`src/rtl/pc_sequencer_pkg.sv`:
```
// pc_seq_pkg: shared definitions for the program-flow controller.
//   Contents : sequencer state enum, HALT instruction encoding, default PC width.
//   Users    : pc_sequencer, the Control block and the testbench.
package pc_seq_pkg;

   localparam int unsigned PC_WIDTH_DEF = 11;
   localparam logic [8:0]  HALT_INST    = 9'h1FF;

   typedef enum logic [1:0] {
      IDLE  = 2'd0,
      RUN   = 2'd1,
      STALL = 2'd2,
      DONE  = 2'd3
   } pc_state_e;

endpackage

```
`src/rtl/pc_sequencer.sv`:
```
// pc_sequencer: program-flow controller for the 9-bit-instruction core.
//   Owns the program counter and the start/done handshake, applies branch
//   targets, inserts a stall cycle for loads, and detects HALT / end of ROM.
//
// Ports
//   clk           in   rising-edge clock
//   reset         in   asynchronous active-low reset
//   start         in   level, sampled only in IDLE/DONE
//   inst          in   current instruction from instr_ROM
//   branch_en     in   taken branch for the current instruction
//   branch_target in   branch target address
//   mem_read_en   in   current instruction is a data_mem load
//   pc            out  instruction address
//   commit_en     out  current instruction retires this cycle (combinational)
//   busy          out  sequencer is in RUN or STALL
//   done          out  program finished; held until next start
//   overflow      out  finished by running off the end of ROM
//   timeout       out  finished by the retired-instruction watchdog
//
// Build option
//   PC_SEQ_WATCHDOG_EN : adds a 16-bit retired-instruction counter and the
//   WDOG_LIMIT parameter; without it timeout stays 0.
module pc_sequencer
   import pc_seq_pkg::*;
#(
   parameter int unsigned         PC_WIDTH   = PC_WIDTH_DEF,
   parameter logic [PC_WIDTH-1:0] START_ADDR = '0,
   parameter bit                  LOAD_STALL = 1'b1
`ifdef PC_SEQ_WATCHDOG_EN
   ,
   parameter logic [15:0]         WDOG_LIMIT = 16'hFFFF
`endif
) (
   input  logic                clk,
   input  logic                reset,
   input  logic                start,
   input  logic [8:0]          inst,
   input  logic                branch_en,
   input  logic [PC_WIDTH-1:0] branch_target,
   input  logic                mem_read_en,
   output logic [PC_WIDTH-1:0] pc,
   output logic                commit_en,
   output logic                busy,
   output logic                done,
   output logic                overflow,
   output logic                timeout
);

   pc_state_e           state_q;
   logic [PC_WIDTH-1:0] pc_q, pc_d;
   logic                busy_q, done_q, ovf_q, tmo_q;
   logic                launch, is_halt, stall_req, at_end;
   logic                rom_end, wdog_hit, finish;

   assign launch    = ((state_q == IDLE) || (state_q == DONE)) && start;
   assign is_halt   = (inst == HALT_INST);
   assign stall_req = LOAD_STALL && mem_read_en;
   assign at_end    = (pc_q == '1);

   // HALT never retires; a load retires in its STALL cycle, not in RUN.
   assign commit_en = (state_q == STALL) ||
                      ((state_q == RUN) && !is_halt && !stall_req);

   // Falling off the last address ends the program instead of wrapping.
   assign rom_end = commit_en && !branch_en && at_end;

`ifdef PC_SEQ_WATCHDOG_EN
   logic [15:0] wcnt_q;

   assign wdog_hit = commit_en && ((wcnt_q + 16'd1) == WDOG_LIMIT);

   always_ff @(posedge clk or negedge reset) begin
      if (!reset) begin
         wcnt_q <= '0;
      end else if (launch) begin
         wcnt_q <= '0;
      end else if (commit_en) begin
         wcnt_q <= wcnt_q + 16'd1;
      end
   end
`else
   assign wdog_hit = 1'b0;
`endif

   assign finish = rom_end || wdog_hit;

   always_comb begin
      pc_d = pc_q;
      if (launch) begin
         pc_d = START_ADDR;
      end else if (commit_en) begin
         if (branch_en) begin
            pc_d = branch_target;
         end else if (!at_end) begin
            pc_d = pc_q + PC_WIDTH'(1);
         end
      end
   end

   always_ff @(posedge clk or negedge reset) begin
      if (!reset) begin
         state_q <= IDLE;
         pc_q    <= START_ADDR;
         busy_q  <= 1'b0;
         done_q  <= 1'b0;
         ovf_q   <= 1'b0;
         tmo_q   <= 1'b0;
      end else begin
         pc_q <= pc_d;
         case (state_q)
            IDLE, DONE: begin
               if (start) begin
                  state_q <= RUN;
                  busy_q  <= 1'b1;
                  done_q  <= 1'b0;
                  ovf_q   <= 1'b0;
                  tmo_q   <= 1'b0;
               end
            end
            RUN: begin
               if (is_halt) begin
                  state_q <= DONE;
                  busy_q  <= 1'b0;
                  done_q  <= 1'b1;
               end else if (stall_req) begin
                  state_q <= STALL;
               end else if (finish) begin
                  state_q <= DONE;
                  busy_q  <= 1'b0;
                  done_q  <= 1'b1;
                  ovf_q   <= rom_end;
                  tmo_q   <= wdog_hit;
               end
            end
            STALL: begin
               if (finish) begin
                  state_q <= DONE;
                  busy_q  <= 1'b0;
                  done_q  <= 1'b1;
                  ovf_q   <= rom_end;
                  tmo_q   <= wdog_hit;
               end else begin
                  state_q <= RUN;
               end
            end
            default: state_q <= IDLE;
         endcase
      end
   end

   assign pc       = pc_q;
   assign busy     = busy_q;
   assign done     = done_q;
   assign overflow = ovf_q;
   assign timeout  = tmo_q;

endmodule
```
`config.mk`:
```
export PLATFORM = sky130hd
export DESIGN_NAME = pc_sequencer
export DESIGN_NICKNAME = d
export VERILOG_FILES = /design/src/rtl/pc_sequencer_pkg.sv /design/src/rtl/pc_sequencer.sv
export SDC_FILE = /design/constraint.sdc
export NUM_CORES = 1
export LEC_CHECK = 0
export BUFFER_PORTS_ARGS = -buffer_cell sky130_fd_sc_hd__buf_2
export CAP_MARGIN = 20
export CORE_ASPECT_RATIO = 1.2
export CORE_MARGIN = 2
export CORE_UTILIZATION = 45
export CTS_BUF_LIST = sky130_fd_sc_hd__clkbuf_16
export DETAILED_ROUTE_END_ITERATION = 12
export MAX_ROUTING_LAYER = met4
export PLACE_DENSITY = 0.76
export SKIP_LAST_GASP = 1
export SYNTH_ARGS = -nofsm -noshare
export SYNTH_HDL_FRONTEND = slang
export SYNTH_SLANG_ARGS = --single-unit
```
`constraint.sdc`:
```
create_clock -name clk -period 1.8 [get_ports clk]
set_input_delay 0.18 -clock clk [delete_from_list [all_inputs] [get_ports clk]]
set_output_delay 0.18 -clock clk [all_outputs]
set_load 0.01 [all_outputs]
```
==> results.md <==
- Chip height: between 60 and 70 um
- DR WL/cell: 15.12 um
- Setup crit start kind: flop
- Worst setup path class: reg -> reg
- Diodes inserted: 0
- Row Count: 20
- Starting DRC count in detailed routing: 40
- RR Startpoint: state_q[1]
- Synth Net Count: 172
- Root Buffer: clkbuf_16
- Number of synthesized flops with an enable pin: 0
- Layout cell share with drive strength beyond 1: 36.41%
- Setup tns final: 0 ns
- Clk sink count: 16
- H-tree levels: 1
- Residual DRC: 0
- R2r worst-path depth: 8
- Crit Path Max Fanout: 6
- Slowest CP cell: dfrtp_1
- HPWL Detailed: 2585 um
- Crit path DAT: between 1.5 and 2 ns
- CP Buf/Inv Count: 2
- Total gr overflow: 0
- Starting density of the core: 46.98%
- Synthesized cell area: around 1200 um^2
- CORE AREA: 2527 um^2
- Synth top area cells: dfrtp_1 (34%), nand2_1 (5.7%), a21oi_1 (4.6%)
- Status: completed
- PnR worst setup slack: 0.07837 ns
- Final hold violation count: 0
- Vias in the first global route: approximately 1300
- Dpl ws: -0.0001616 ns
- Die footprint: approximately 3100 um^2
- Routed Antenna Nets: 0
- Via density: 5.855
- Max cap viols: 0
- CTS tree: done
- Critical Path Sink Type: flop
- Top-count cell post-synth: nand2_1
- Drt total wl: 3447 um
- Mapped Cells: 144
- Min Clock Period, post-route: 1.722 ns
- # setup viols final: 0
- Slowest stage delay, CP: around 0.40 ns
- DRT Pass-1 Iters: 4
- Gpl congestion: slightly below 0.9
- Largest net degree at the start of global routing: 24
- Fin. max-slew vios: 0
- RSZ-0062 raised after global routing: yes
- VDD IR max: roughly 1200 uV
- Final worst path period share: 95.65%
- Top-area cell type share of the netlist area: 33.72%
- Worst path cell trace: inv_1 -> ha_1 -> nor2b_2 -> o31ai_4 -> a21oi_4 -> buf_4 -> mux2i_1 -> a21oi_1
- Worst path top cell family by delay: compound AO/OA/AOI/OAI gates
- Detailed-route via count: 1335
- Initial antenna violation count: 0
- F_max: 0.5808 GHz
- Post-synthesis cell type count: 42
- Clk_skew: 0.001266 ns
- PD cells: 1525 nW/um^2
- Total power draw: 2.476 mW
- Worst setup startpoint: state_q[1]
- Total CTS buffers: 3
- Dpl cell area: 1489 um^2
- Final Instance Area: 1624 um^2
- #FFs+latches synth: 16
- Worst Hold Class: in -> reg
- Hold path depth: 3
- Hold path startpoint: branch_target[7]
- First-pass GRT wire length: 5761 um
- P&R area growth vs syn: 36.78%
- Die width: between 50 and 60 um
- Nets@finish: 224
- Syn avg cell area: 8.246 um^2
- Clock Latency Late Sink: 0.25 ns
- Ys async rst share: 100.0%
- I/O pin cnt: 41
- Max clock buf depth: 2
- Leak: roughly 0.74 nW
- # port buffers: 39
- Top post-synthesis cells by count: nand2_1 (18), dfrtp_1 (16), a21oi_1 (11)
- Post-synth top area cell: dfrtp_1
- Crit path depth: 8
- YS warnings: 0
- Seq/Total Area, Yosys: 33.72%
- Total GRT Usage: 26.12%
- Ys flop type: dfrtp_1
- Critical path required time: just under 2 ns
- Reg clk slew, reported paths: 0.05 ns
- Utilization after layout: 64.26%
-- layer usage --
| layer | global-route usage (%) | wire length, um | up-vias |
|---|---|---|---|
| met1 | 27.06 | 1307 | 633 |
| li1 | - | - | 632 |
| met2 | 47.93 | 1858 | 56 |
| met5 | - | 0 | - |
| met4 | 13.51 | 111 | 0 |
| met3 | 3.750 | 170 | 14 |
-- flip-flops by register name, indices dropped and copies added (netlist names) --
| name | count |
|---|---|
| overflow | 1 |
| state_q | 2 |
| pc | 11 |
| busy | 1 |
| done | 1 |
-- timing repair --
item	4_1_cts	5_1_grt
endpoints found under the hold margin	16	0
setup endpoints to repair	1	13
resized for setup	1	10
pin swaps	0	3
hold buffers	1	0
setup buffers	0	0
-- area by class of cell --
| type | instances | area, um^2 |
|---|---|---|
| fillers | 223 | 903.4 |
| multi-input cells | 114 | 765.7 |
| flip-flops and latches | 16 | 401.6 |
| repair buffers | 54 | 310.3 |
| clock buffers | 3 | 75.07 |
| well taps | 33 | 41.29 |
| inverters | 7 | 26.28 |
| clock inverters | 1 | 3.754 |
-- final timing paths --
path	to	slack, ns
setup / recovery	pc[2]	0.08
setup reg to reg	pc[2]	0.08
min in group asynchronous	pc[2]	0.38
hold reg to reg	overflow	0.57
max in group asynchronous	pc[9]	1.12
hold / removal	pc[7]	0.20
-- cell families after synthesis --
family / count (synthesis) / share of synthesized area [%]
compound gates: 46 / 26.24
fa+ha+maj: 3 / 3.162
buf+inv: 14 / 5.795
flops: 16 / 33.72
mux: 4 / 3.477
other cells: 1 / 0.3158
simple gates: 60 / 27.29
-- tightest hold or removal path, delay by kind of cell --
| kind | cells | cell delay [ns] |
|---|---|---|
| compound gates | 1 | 0.07 |
| buf+inv | 1 | 0.10 |
| simple gates | 1 | 0.06 |
-- layout by cell type, fill, tap and decap left out, types with 4 or more instances in the layout --
| cell type | instances |
|---|---|
| dfrtp_1 | 15 |
| nand2_1 | 17 |
| buf_2 | 39 |
| inv_1 | 7 |
| nand3_1 | 10 |
| a31oi_1 | 5 |
| nand2b_1 | 4 |
| o21ai_0 | 8 |
| buf_4 | 14 |
| a21oi_1 | 11 |
| nor2_1 | 9 |
| nor3_1 | 5 |
-- where the power goes --
part / internal, mW / switching, mW / total (mW) / leakage, nW
sequential: 0.509 / 0.150 / 0.659 / 0.206
clock: 0.295 / 0.142 / 0.437 / 0.0385
combinational: 0.615 / 0.766 / 1.38 / 0.495
total: 1.42 / 1.06 / 2.48 / 0.739
-- through the flow --
| step | std cells | hold WS, ns |
|---|---|---|
| after global placement | 223 | 0.1181 |
| after floorplan | 144 | -0.1156 |
| after CTS | 228 | 0.2080 |
| final | 228 | 0.2020 |
| after global routing | 228 | 0.2137 |
| after detailed placement | 223 | 0.1214 |
No activity file was read; power rests on OpenSTA's default activity.
